$ cat config.mk
export PLATFORM = sky130hd
export DESIGN_NAME = uc_stack
export DESIGN_NICKNAME = d
export VERILOG_FILES = /design/src/rtl/uc_stack.sv
export SDC_FILE = /design/constraint.sdc
export NUM_CORES = 1
export LEC_CHECK = 0
export CORE_MARGIN = 3
export CORE_UTILIZATION = 58
export CTS_BUF_LIST = sky130_fd_sc_hd__clkbuf_4 sky130_fd_sc_hd__clkbuf_8
export CTS_CLUSTER_DIAMETER = 100
export CTS_CLUSTER_SIZE = 12
export DETAILED_ROUTE_END_ITERATION = 6
export GPL_ROUTABILITY_DRIVEN = 0
export GPL_TIMING_DRIVEN = 0
export PLACE_DENSITY = 0.87
export REMOVE_ABC_BUFFERS = 1
export SLEW_MARGIN = 20
export SYNTH_ARGS = -nofsm -noshare
export SYNTH_HDL_FRONTEND = slang
export SYNTH_SLANG_ARGS = --single-unit
$ cat constraint.sdc
create_clock -name clk -period 3.3 [get_ports clk]
set_clock_uncertainty 0.1 [all_clocks]
set_input_delay 0.66 -clock clk [delete_from_list [all_inputs] [get_ports clk]]
set_output_delay 0.66 -clock clk [all_outputs]
set_load 0.05 [all_outputs]
$ cat src/rtl/uc_stack.sv
// uc_stack: combinational instruction decode with an internal return-address
// stack for CALL/RET, a HALT state left by a resume pulse, and a sticky FAULT
// state on stack overflow/underflow.
//
// state    | meaning
// ---------+-----------------------------------------------------------
// ST_RUN   | normal decode of the current instruction word
// ST_HALT  | PC frozen, no writes; a resume pulse steps past HALT and runs
// ST_FAULT | stack over/underflow seen; PC frozen until reset
module uc_stack #(
  parameter int PC_W  = 10,
  parameter int DEPTH = 4,
  localparam int SP_W = $clog2(DEPTH + 1)
) (
  input  logic            clk,
  input  logic            reset,
  input  logic [5:0]      opcode,
  input  logic            z,
  input  logic [PC_W-1:0] pc_plus1,
  input  logic            resume,
  output logic            s_inc,
  output logic            s_ret,
  output logic            s_inm,
  output logic            we3,
  output logic            wez,
  output logic [2:0]      op_alu,
  output logic            pc_en,
  output logic [PC_W-1:0] ret_addr,
  output logic [SP_W-1:0] sp,
  output logic            halted,
  output logic            fault
);

  typedef enum logic [1:0] {
    ST_RUN   = 2'd0,
    ST_HALT  = 2'd1,
    ST_FAULT = 2'd2
  } state_t;

  localparam logic [SP_W-1:0] DEPTH_SP = SP_W'(DEPTH);

  state_t          state, state_nx;
  logic            push, pop;
  logic [PC_W-1:0] stack_mem [DEPTH];

  // State, stack pointer and stack storage; reset wins over any push/pop.
  always_ff @(posedge clk) begin
    if (reset) begin
      state <= ST_RUN;
      sp    <= '0;
      for (int i = 0; i < DEPTH; i++) stack_mem[i] <= '0;
    end else begin
      state <= state_nx;
      if (push) begin
        sp <= sp + SP_W'(1);
        for (int i = 0; i < DEPTH; i++)
          if (sp == SP_W'(i)) stack_mem[i] <= pc_plus1;
      end else if (pop) begin
        sp <= sp - SP_W'(1);
      end
    end
  end

  // Decode and next-state; every output starts from the sequential-step baseline.
  always_comb begin
    s_inc    = 1'b1;
    s_ret    = 1'b0;
    s_inm    = 1'b0;
    we3      = 1'b0;
    wez      = 1'b0;
    op_alu   = 3'b000;
    pc_en    = 1'b1;
    push     = 1'b0;
    pop      = 1'b0;
    state_nx = state;
    if (reset) begin
      pc_en = 1'b0;
    end else begin
      unique case (state)
        ST_RUN: begin
          casez (opcode)
            6'b0000??: begin
              s_inm = 1'b1;
              we3   = 1'b1;
              wez   = 1'b1;
            end
            6'b1?????: begin
              we3    = 1'b1;
              wez    = 1'b1;
              op_alu = opcode[4:2];
            end
            6'b001000: s_inc = 1'b0;
            6'b001001: s_inc = ~z;
            6'b001010: s_inc = z;
            6'b001011: begin
              if (sp < DEPTH_SP) begin
                s_inc = 1'b0;
                push  = 1'b1;
              end else begin
                pc_en    = 1'b0;
                state_nx = ST_FAULT;
              end
            end
            6'b001100: begin
              if (sp != '0) begin
                s_ret = 1'b1;
                pop   = 1'b1;
              end else begin
                pc_en    = 1'b0;
                state_nx = ST_FAULT;
              end
            end
            6'b001101: begin
              pc_en    = 1'b0;
              state_nx = ST_HALT;
            end
            default: ;
          endcase
        end
        ST_HALT: begin
          if (resume) state_nx = ST_RUN;
          else        pc_en    = 1'b0;
        end
        ST_FAULT: pc_en = 1'b0;
        default: begin
          pc_en    = 1'b0;
          state_nx = ST_FAULT;
        end
      endcase
    end
  end

  // Top-of-stack view; empty stack reads as zero so stale entries never leak.
  always_comb begin
    ret_addr = '0;
    for (int i = 0; i < DEPTH; i++)
      if (sp == SP_W'(i + 1)) ret_addr = stack_mem[i];
  end

  assign halted = (state == ST_HALT);
  assign fault  = (state == ST_FAULT);

endmodule

==> summary.md, run 1 <==
| Metric | Value |
|---|---|
| Synth warn | `0` |
| Final antenna-violating net count | `0` |
| Remaining DRCs | `0` |
| Max-Cap Viols | `0` |
| Period utilisation layout | `0.9518` |
| GRT Overall Usage | `0.2279` |
| TritonCTS Buffers | `5` |
| Critical-path cell list | `clkdlybuf4s50_1 -> nor3b_1 -> and2_1 -> and2_1 -> clkdlybuf4s15_2` |
| WL final | `approximately 5.6 mm` |
| Design area | `about 0.003 mm^2` |
| Pins over their slew limit | `0` |
| Critical Path RT | `about 2.5 ns` |
| Die W | `70.54 um` |
| Net Sw Frac | `0.2493` |
| CTS tree | `done` |
| Post-DP HPWL | `3.663 mm` |
| Int Pwr | `~0.00084 W` |
| Switching power | `roughly 0.00028 W` |
| WP buf/inv | `2` |
| Drt first pass iters | `4` |
| Leakage | `1.150 nW` |
| CP Class | `input pin to output pin` |
| Worst-margin pin slew | `~0.52 ns` |
| # rows | `22` |
| Grt ovf | `0` |
| Combinational Power Share | `0.122` |
| Yosys cell types | `39` |
| Cells after synthesis | `207` |
| Initial DRC count | `194` |
| Reg2reg setup slack | `1.07 ns` |
| #FFs+latches synth | `45` |
| Crit path largest cell delay | `0.54 ns` |
| Vias/cell | `~6.2` |
| Vias post-DR | `1807` |
| Initial cell density of the core | `0.6315` |
| Share of post-route cells with drive strength above 1 | `0.1270` |
| Largest net degree at the start of global routing | `23` |
| Hold Fails Final Rpt | `0` |
| First-pass GRT wire length | `8.783 mm` |
| Area Growth Syn to Fin | `21.60%` |
| Syn Std Cell Area | `~0.0024 mm^2` |
| Setup TNS | `0 ns` |
| Endpoint class of the critical path | `output pin` |
| Core Box Area | `0.003826 mm^2` |
| Clock Power Share | `0.294` |
| Die ar. | `0.004976 mm^2` |
| Commonest non-fill, non-tap cells in the layout | `44 x and2_1, 40 x edfxtp_1, 26 x clkdlybuf4s50_1` |
| Commonest non-fill, non-tap cell in the layout | `and2_1` |
| Worst EP arrival | `2.38 ns` |
| Sequential-to-total area share from yosys stat | `0.5386` |
| Vias in the first global route | `around 1800` |
| Post-CTS setup buffer count | `0` |
| Clock Sink Count | `45` |
| CP delay by family, top | `buffers and inverters` |
| P per Cell Area | `378.9 mW/mm^2` |
| Port Buf Inserts | `43` |
| Wire length per cell | `19.03 um` |
| Nets@finish | `269` |
| Post-DP Area | `0.002835 mm^2` |
| Top Ports | `44` |
| Htree depth | `2` |
| Most common cell on crit path | `and2_1` |
| Outcome | `finished, final reports clean` |
| Slowest CP cell | `clkdlybuf4s50_1` |
| Period minus WS final | `3.141 ns` |
| Maximum VDD drop | `263.2 uV` |
| Max Root-Sink Buffers | `2` |
| Worst min path class | `register to register` |
| Synthesized area per cell | `11.67 um^2` |
| Antenna violations before repair | `0` |
| Register share of total power | `0.584` |
| Worst setup SP type | `input pin` |
| Unrepaired setup endpoints after global routing | `false` |
| Die H | `70.54 um` |
| Slew HR | `0.6525` |
| Setup-failing EPs final | `0` |
| Cts hold-fix bufs | `0` |
| Skew-Pair Late Insertion Delay | `0.29 ns` |
| Max FO, Critical Path | `8` |
| Max Clk Rate | `318.4 MHz` |
| Clk pin slew, worst setup/hold paths | `0.08 ns` |
| Diode count | `0` |
| CTS root buffer | `clkbuf_8` |
[power groups by stage]
| stage | Combinational (W) | Clock, W | Sequential (W) |
|---|---|---|---|
| after floorplan | 0.0000749 | 0 | 0.000659 |
| after global placement | 0.000136 | 0 | 0.000660 |
| after detailed placement | 0.000137 | 0 | 0.000662 |
| after CTS | 0.000137 | 0.000326 | 0.000649 |
| after global routing | 0.000144 | 0.000354 | 0.000652 |
| final | 0.000136 | 0.000328 | 0.000649 |
[sequential cells by signal, indices dropped and copies added (netlist names)]
name       count
state          2
sp             3
stack_mem     40
[cell usage after synthesis (all sizes together)]
cell type,count,share of area
mux2i,1,0.0041
nand4,1,0.0026
nor4,3,0.0078
or4b,1,0.0057
mux2,2,0.0093
nor2,6,0.012
nor3,13,0.029
a21oi,1,0.0021
clkbuf,8,0.012
and3,7,0.018
o211ai,1,0.0031
dfxtp,5,0.041
nand3,3,0.0062
nor3b,2,0.0083
o21a,1,0.0031
a32o,1,0.0041
nand2,1,0.0016
a22oi,1,0.0031
nand4bb,1,0.0047
inv,5,0.0078
edfxtp,40,0.50
a221oi,10,0.036
a221o,10,0.041
a31o,1,0.0036
a211oi,1,0.0031
a311o,1,0.0041
ha,6,0.031
nor4b,1,0.0036
nor2b,16,0.041
buf,6,0.017
and2,44,0.11
a31oi,1,0.0026
a311oi,2,0.0073
or2,4,0.010
[metal layers]
| layer | wire [um] | up-vias | GRT usage |
|---|---|---|---|
| met5 | 0 | - | 0 |
| met4 | 120 | 0 | 0.07933 |
| met3 | 417 | 12 | 0.04830 |
| met2 | 2944 | 76 | 0.4137 |
| met1 | 2075 | 871 | 0.2667 |
| li1 | - | 848 | - |
[final timing paths]
check	from	endpoint	cells past startpoint
worst max-delay path	opcode[5]	s_ret	5
worst min-delay path	sp[0]	sp[0]	2
worst max register to register	state[0]	stack_mem[3][1]	4
worst min register to register	sp[0]	sp[0]	2
[cells by family (layout without fill, tap and decap cells)]
kind of cell	Yosys count	in the layout	share of synthesized area
AND/OR/NAND/NOR	103	103	0.2657
flip-flops	45	45	0.5386
buffers and inverters	19	56	0.03729
multiplexers	3	3	0.01346
AO/OA/AOI/OAI	31	31	0.1139
adder cells (fa/ha/maj)	6	6	0.03107
[worst register-to-register path: stages (launching register included)]
cell       delay [ns]
dfxtp_1          0.41
nand4bb_1        0.38
nor2_4           0.21
and3_1           0.44
or2_2            0.38
[metrics by stage]
step                instances  worst slack [ns]  hold WS, ns   power, W  utilization
finish                    292            0.1590       0.4995   0.001113       0.7678
global route              292          0.002314       0.5570   0.001151       0.7678
CTS                       292           0.04652       0.5016   0.001112       0.7678
detailed placement        284           -0.7730       0.4826  0.0007990       0.7410
global placement          284           -0.7518       0.4631  0.0007962       0.7410
floorplan                 193           -0.1849       0.4271  0.0007335            -
[repair_timing]
action / CTS / global route
pin swaps: 0 / 0
endpoints found under the setup margin: 19 / 15
resized for setup: 24 / 21
[final cells by class]
cell class	instances	area (um^2)
clock buffers	5	68.82
flip-flops and latches	45	1305
repair buffers	43	400.4
well taps	48	60.06
clock inverters	3	17.52
multi-input cells	143	1067
inverters	5	18.77
fillers	252	888.4
Power figures use the tool's default switching activity.
==> run 2: changes to the inputs <==
- CAP_MARGIN: default -> 20
==> results of run 2 <==
No change in the layout: final DEF, timing and power equal those of run 1.
